--- config.mk ---
export PLATFORM = sky130hd
export DESIGN_NAME = pipeline_control
export DESIGN_NICKNAME = d
export VERILOG_FILES = /design/src/rtl/cpu_types_pkg.sv /design/src/rtl/pipeline_control_sat_counter.sv /design/src/rtl/pipeline_control.sv
export SDC_FILE = /design/constraint.sdc
export NUM_CORES = 1
export LEC_CHECK = 0
export BUFFER_PORTS_ARGS = -buffer_cell sky130_fd_sc_hd__buf_4
export CORE_MARGIN = 1
export CORE_UTILIZATION = 33
export DETAILED_ROUTE_END_ITERATION = 7
export PLACE_DENSITY_LB_ADDON = 0.08
export SLEW_MARGIN = 0
export SYNTH_ARGS = -nofsm -noshare
export SYNTH_HDL_FRONTEND = slang
export SYNTH_SLANG_ARGS = --single-unit
--- constraint.sdc ---
create_clock -name CLK -period 4 [get_ports CLK]
set_clock_uncertainty 0.2 [all_clocks]
set_input_delay 1.2 -clock CLK [delete_from_list [all_inputs] [get_ports CLK]]
set_output_delay 1.2 -clock CLK [all_outputs]
set_load 0.01 [all_outputs]
--- src/rtl/cpu_types_pkg.sv ---
// Shared CPU types: register numbers, pipeline-control FSM states and the
// per-register control bundle driven by pipeline_control.
package cpu_types_pkg;

   localparam int REG_W = 5;

   typedef logic [REG_W-1:0] regbits_t;

   typedef enum logic [1:0] {
      RUN    = 2'd0,
      DRAIN  = 2'd1,
      HALTED = 2'd2
   } pctl_state_t;

   typedef struct packed {
      logic pc_en;
      logic ifid_en;
      logic idex_en;
      logic exmem_en;
      logic memwb_en;
      logic ifid_flush;
      logic idex_flush;
      logic exmem_flush;
      logic memwb_flush;
   } pctl_ctrl_t;

   // Register 0 is hard-wired, so a load targeting it never creates a hazard.
   function automatic logic load_use(input logic     ex_dren,
                                     input regbits_t ex_rt,
                                     input regbits_t id_rs,
                                     input regbits_t id_rt,
                                     input logic     id_uses_rt);
      return ex_dren && (ex_rt != '0) &&
             ((ex_rt == id_rs) || (id_uses_rt && (ex_rt == id_rt)));
   endfunction

endpackage

--- src/rtl/pipeline_control_sat_counter.sv ---
// Saturating up-counter used for the pipeline performance statistics.
module sat_counter #(
   parameter int W = 32
) (
   input  logic         CLK,
   input  logic         nRST,
   input  logic         inc,
   output logic [W-1:0] count
);

   logic [W-1:0] count_q;
   logic [W-1:0] count_d;

   always_comb begin
      count_d = count_q;
      if (inc && (count_q != {W{1'b1}}))
         count_d = count_q + {{(W-1){1'b0}}, 1'b1};
   end

   always_ff @(posedge CLK or negedge nRST) begin
      if (!nRST)
         count_q <= '0;
      else
         count_q <= count_d;
   end

   assign count = count_q;

endmodule

--- src/rtl/pipeline_control.sv ---
// Hazard/sequencing controller: per-cycle hold/capture/bubble decisions for the
// pipeline registers and PC, halt drain FSM, and stall/flush statistics.
module pipeline_control
   import cpu_types_pkg::*;
#(
   parameter int CNT_W = 32
) (
   input  logic             CLK,
   input  logic             nRST,
   input  logic             ihit,
   input  logic             dhit,
   input  logic             mem_dren,
   input  logic             mem_dwen,
   input  logic             ex_dren,
   input  regbits_t         ex_rt,
   input  regbits_t         id_rs,
   input  regbits_t         id_rt,
   input  logic             id_uses_rt,
   input  logic             id_jump,
   input  logic             id_halt,
   input  logic             mem_brtaken,
   input  logic             wb_halt,
   output logic             pc_en,
   output logic             ifid_en,
   output logic             idex_en,
   output logic             exmem_en,
   output logic             memwb_en,
   output logic             ifid_flush,
   output logic             idex_flush,
   output logic             exmem_flush,
   output logic             memwb_flush,
   output logic             halt,
   output logic [CNT_W-1:0] stall_cnt,
   output logic [CNT_W-1:0] flush_cnt
);

   pctl_state_t state_q, state_d;
   pctl_ctrl_t  ctrl, ctrl_gated;
   logic        dreq;
   logic        lu;
   logic        active;
   logic        flush_inc;
   logic        stall_inc;

   assign dreq   = mem_dren | mem_dwen;
   assign lu     = load_use(ex_dren, ex_rt, id_rs, id_rt, id_uses_rt);
   assign active = (state_q != HALTED);

   always_ff @(posedge CLK or negedge nRST) begin
      if (!nRST)
         state_q <= RUN;
      else
         state_q <= state_d;
   end

   always_comb begin
      ctrl      = '0;
      state_d   = state_q;
      flush_inc = 1'b0;
      if (active) begin
         if (dreq && !dhit) begin
            // Bubble into MEM/WB so the stalled instruction is not written back twice.
            ctrl.memwb_en    = 1'b1;
            ctrl.memwb_flush = 1'b1;
         end else if (dreq && !ihit) begin
            ctrl.memwb_en    = 1'b1;
            ctrl.exmem_en    = 1'b1;
            ctrl.exmem_flush = 1'b1;
         end else if (mem_brtaken) begin
            ctrl.pc_en       = 1'b1;
            ctrl.ifid_en     = 1'b1;
            ctrl.idex_en     = 1'b1;
            ctrl.exmem_en    = 1'b1;
            ctrl.memwb_en    = 1'b1;
            ctrl.ifid_flush  = 1'b1;
            ctrl.idex_flush  = 1'b1;
            ctrl.exmem_flush = 1'b1;
            flush_inc        = 1'b1;
            // A HALT being drained sat on the wrong path of this branch.
            state_d          = RUN;
         end else if (lu) begin
            ctrl.idex_en     = 1'b1;
            ctrl.idex_flush  = 1'b1;
            ctrl.exmem_en    = 1'b1;
            ctrl.memwb_en    = 1'b1;
         end else if (!ihit || (state_q == DRAIN)) begin
            ctrl.ifid_en     = 1'b1;
            ctrl.ifid_flush  = 1'b1;
            ctrl.idex_en     = 1'b1;
            ctrl.exmem_en    = 1'b1;
            ctrl.memwb_en    = 1'b1;
            if (id_halt)
               state_d = DRAIN;
         end else begin
            ctrl.pc_en       = 1'b1;
            ctrl.ifid_en     = 1'b1;
            ctrl.idex_en     = 1'b1;
            ctrl.exmem_en    = 1'b1;
            ctrl.memwb_en    = 1'b1;
            ctrl.ifid_flush  = id_jump;
            if (id_halt)
               state_d = DRAIN;
         end
         if (wb_halt)
            state_d = HALTED;
      end
   end

   // Hold every control line low for the whole time reset is asserted.
   assign ctrl_gated  = nRST ? ctrl : '0;

   assign pc_en       = ctrl_gated.pc_en;
   assign ifid_en     = ctrl_gated.ifid_en;
   assign idex_en     = ctrl_gated.idex_en;
   assign exmem_en    = ctrl_gated.exmem_en;
   assign memwb_en    = ctrl_gated.memwb_en;
   assign ifid_flush  = ctrl_gated.ifid_flush;
   assign idex_flush  = ctrl_gated.idex_flush;
   assign exmem_flush = ctrl_gated.exmem_flush;
   assign memwb_flush = ctrl_gated.memwb_flush;

   assign halt        = (state_q == HALTED);
   assign stall_inc   = active && !ctrl.pc_en;

   sat_counter #(.W(CNT_W)) u_stall_cnt (
      .CLK   (CLK),
      .nRST  (nRST),
      .inc   (stall_inc),
      .count (stall_cnt)
   );

   sat_counter #(.W(CNT_W)) u_flush_cnt (
      .CLK   (CLK),
      .nRST  (nRST),
      .inc   (flush_inc),
      .count (flush_cnt)
   );

endmodule

==> results by group <==
GRT
  • Largest net degree at the start of global routing: 67
  • Global-route wire length before repair: 13800 um
  • GRT Residual Overflow: 0
  • Antenna violations before repair: 0
  • Gr usage total: 0.157
  • Vias in the first global route: 2745

Clock tree
  • CTS sink count: 66
  • Worst-path clk slew: ~0.08 ns
  • Number of CTS-inserted buffers: 9
  • Skew-Pair Late Insertion Delay: between 0.3 and 0.4 ns
  • Maximum root-to-sink buffer count: 2
  • Hold-fix buffers, CTS: 0
  • H-tree levels: 3
  • Root Buffer: clkbuf_8
  • CTS tree: built

Logic synthesis
  • Ys async rst share: 1.00
  • Sequential area share after synthesis: 0.485
  • Cell area after synthesis: 3410 um2
  • Yosys reg bits: 66
  • Avg Cell Area, Syn: 9.97 um2
  • Synth Warn #: 0
  • Number of library cell types mapped by synthesis: 39
  • Main synth FF type: dfrtp_1
  • Syn Inst Count: 342
  • Number of synthesized flops with an enable pin: 0
  • Syn_nets: 371

Setup path
  • Reg2Reg Launch Point: u_flush_cnt.count[13]
  • RR Endpoint: u_flush_cnt.count[10]
  • Worst r2r path cells: 6
  • Startpoint types: primary input
  • WP data required: between 2 and 3 ns
  • Register-to-register setup slack: 1.30 ns
  • CP max FO: 6
  • Crit Path Category: primary input to output port
  • CP startpoint: ex_rt[1]
  • Crit. End Element: output port
  • Critical Path AT: about 2.5 ns

STA
  • Crit path time final: 3.92 ns
  • Final period util: 0.980
  • F_max: around 260 MHz
  • Final Max Tran Viols: 0
  • RSZ-0062 raised after global routing: false
  • Worst Setup Slack, final: roughly 0.08 ns
  • Slew HR: 0.431
  • Fin. Hold Viols: 0
  • Worst-margin pin slew: about 0.85 ns
  • Final Setup Violations: 0

Worst hold path
  • Hold WC Path Type: register to register
  • Hold Crit Depth: 1
  • Hold endpoint: u_flush_cnt.count[27]
  • Worst hold start: u_flush_cnt.count[27]

Floorplan
  • Die span in x: 104 um
  • Placement row count: 36
  • Area of the die: approximately 11000 um2
  • Die span in y: 104 um
  • I/O Pins: 101
  • Initial Util: 0.344
  • Core ar.: just under 10000 um2

Finish
  • Final-stage net count: 481
  • N_diodes: 0
  • Final Util: 0.462
  • Most common library cell in the layout ignoring fill and taps: buf_4
  • Syn-to-layout area delta: 34.4%
  • Share of cells above drive strength 1: 0.298
  • Number of fill cells: 985
  • Most frequent cells in the layout: buf_4 (107), dfrtp_1 (66), xnor2_1 (52)

Power and ir drop
  • Leak pwr: ~0.0021 uW
  • PwrDens: 315 nW/um2
  • Peak VDD IR: 0.127 mV

Placed design
  • Final HPWL DP: 5830 um
  • Post-Place Setup Slack: -0.0796 ns
  • # port buffers: 100
  • RD Place Congestion: about 0.77

Status
  • Outcome: finished, final reports clean

Routing
  • Pre-antenna DRT Iters: 4
  • DRT iter0 DRCs: 65
  • Via-to-Cell Ratio: 4.93
  • DR vias: about 2900
  • Detail Route Antenna Nets: 0
  • Routed len/inst: 13.9 um
  • DRT Wirelength: about 8200 um
  • DRC violations left: 0

Flow run
  • Max-cap viol count: 0
## per-layer routing
layer  vias up  wire [um]  track usage
met2        75       3960        0.254
met5         -          0            0
li1       1436          -            -
met4         0         80       0.0466
met3         7        386       0.0428
met1      1388       3800        0.206
## metrics by stage
step	power, uW	area [um2]	instances	TNS (ns)	hold WS, ns
final	1440	4580	590	0	0.284
after global routing	1510	4580	590	0	0.308
after CTS	1470	4570	590	0	0.289
after detailed placement	831	4350	574	-0.119	0.274
after global placement	830	4350	574	-0.0830	0.278
after floorplan	755	3410	342	0	0.314
## state kept, by name (all words and copies together), names as in the netlist
register,flops
state_q,2
u_flush_cnt.count,32
u_stall_cnt.count,32
## how the worst max path moves through the flow
stage | slack, ns | endpoint
after floorplan | 0.19 | ifid_flush
after global placement | -0.07 | ifid_flush
after detailed placement | -0.08 | ifid_flush
after CTS | 0.03 | ifid_flush
after global routing | 0.005 | ifid_flush
final | 0.08 | ifid_flush
## worst max-delay path, cell delays in order
cell and delay, ns:
buf_4 0.11, or4_4 0.53, o21ai_2 0.14, nand2b_4 0.17
o21ai_0 0.08, a21oi_1 0.15, buf_4 0.14
## logic make-up (layout without fill, tap and decap cells)
family | after synthesis | after routing | share of synthesized area
flops | 66 | 66 | 0.485
mux | 2 | 2 | 0.00661
buf+inv | 20 | 135 | 0.0220
simple gates | 159 | 159 | 0.254
fa+ha+maj | 2 | 2 | 0.00734
compound gates | 26 | 26 | 0.0536
xor+xnor | 67 | 67 | 0.172
## layout make-up
class	count	area, um2	share of cell area
multi-input combinational	256	1700	0.370
sequential	66	1650	0.360
timing repair buffer	107	803	0.175
tap	133	166	0.0363
clock buffer	11	141	0.0309
clock inverter	5	77.6	0.0169
inverter	12	45.0	0.00983
## cells in the mapped netlist, drive strengths merged, types with 2 or more instances
master | count | area, um2
o21ai | 3 | 15.0
nor4 | 6 | 37.5
a31oi | 7 | 43.8
and4 | 2 | 17.5
or4 | 2 | 15.0
a41oi | 2 | 17.5
inv | 12 | 45.0
nand2 | 28 | 105
xnor2 | 52 | 455
nor3 | 10 | 50.1
nor2 | 27 | 101
and2 | 4 | 25.0
dfrtp | 66 | 1650
clkbuf | 8 | 30.0
nand3 | 25 | 130
nand4b | 3 | 26.3
nand2b | 3 | 18.8
nand4 | 31 | 209
xor2 | 15 | 131
and3 | 13 | 81.3
mux2 | 2 | 22.5
ha | 2 | 25.0
a21oi | 6 | 30.0
## power by group
part	internal, uW	switching [uW]	total (uW)
Clock	366	259	625
Sequential	681	20.0	701
Combinational	62.9	55.0	118
Total	1110	334	1440
## what timing repair did
action / CTS / global route
resized for setup: 3 / 2
buffers inserted: 0 / 0
endpoints found under the setup margin: 2 / 2
gates cloned: 0 / 0
(Power assumes the default switching activity.)
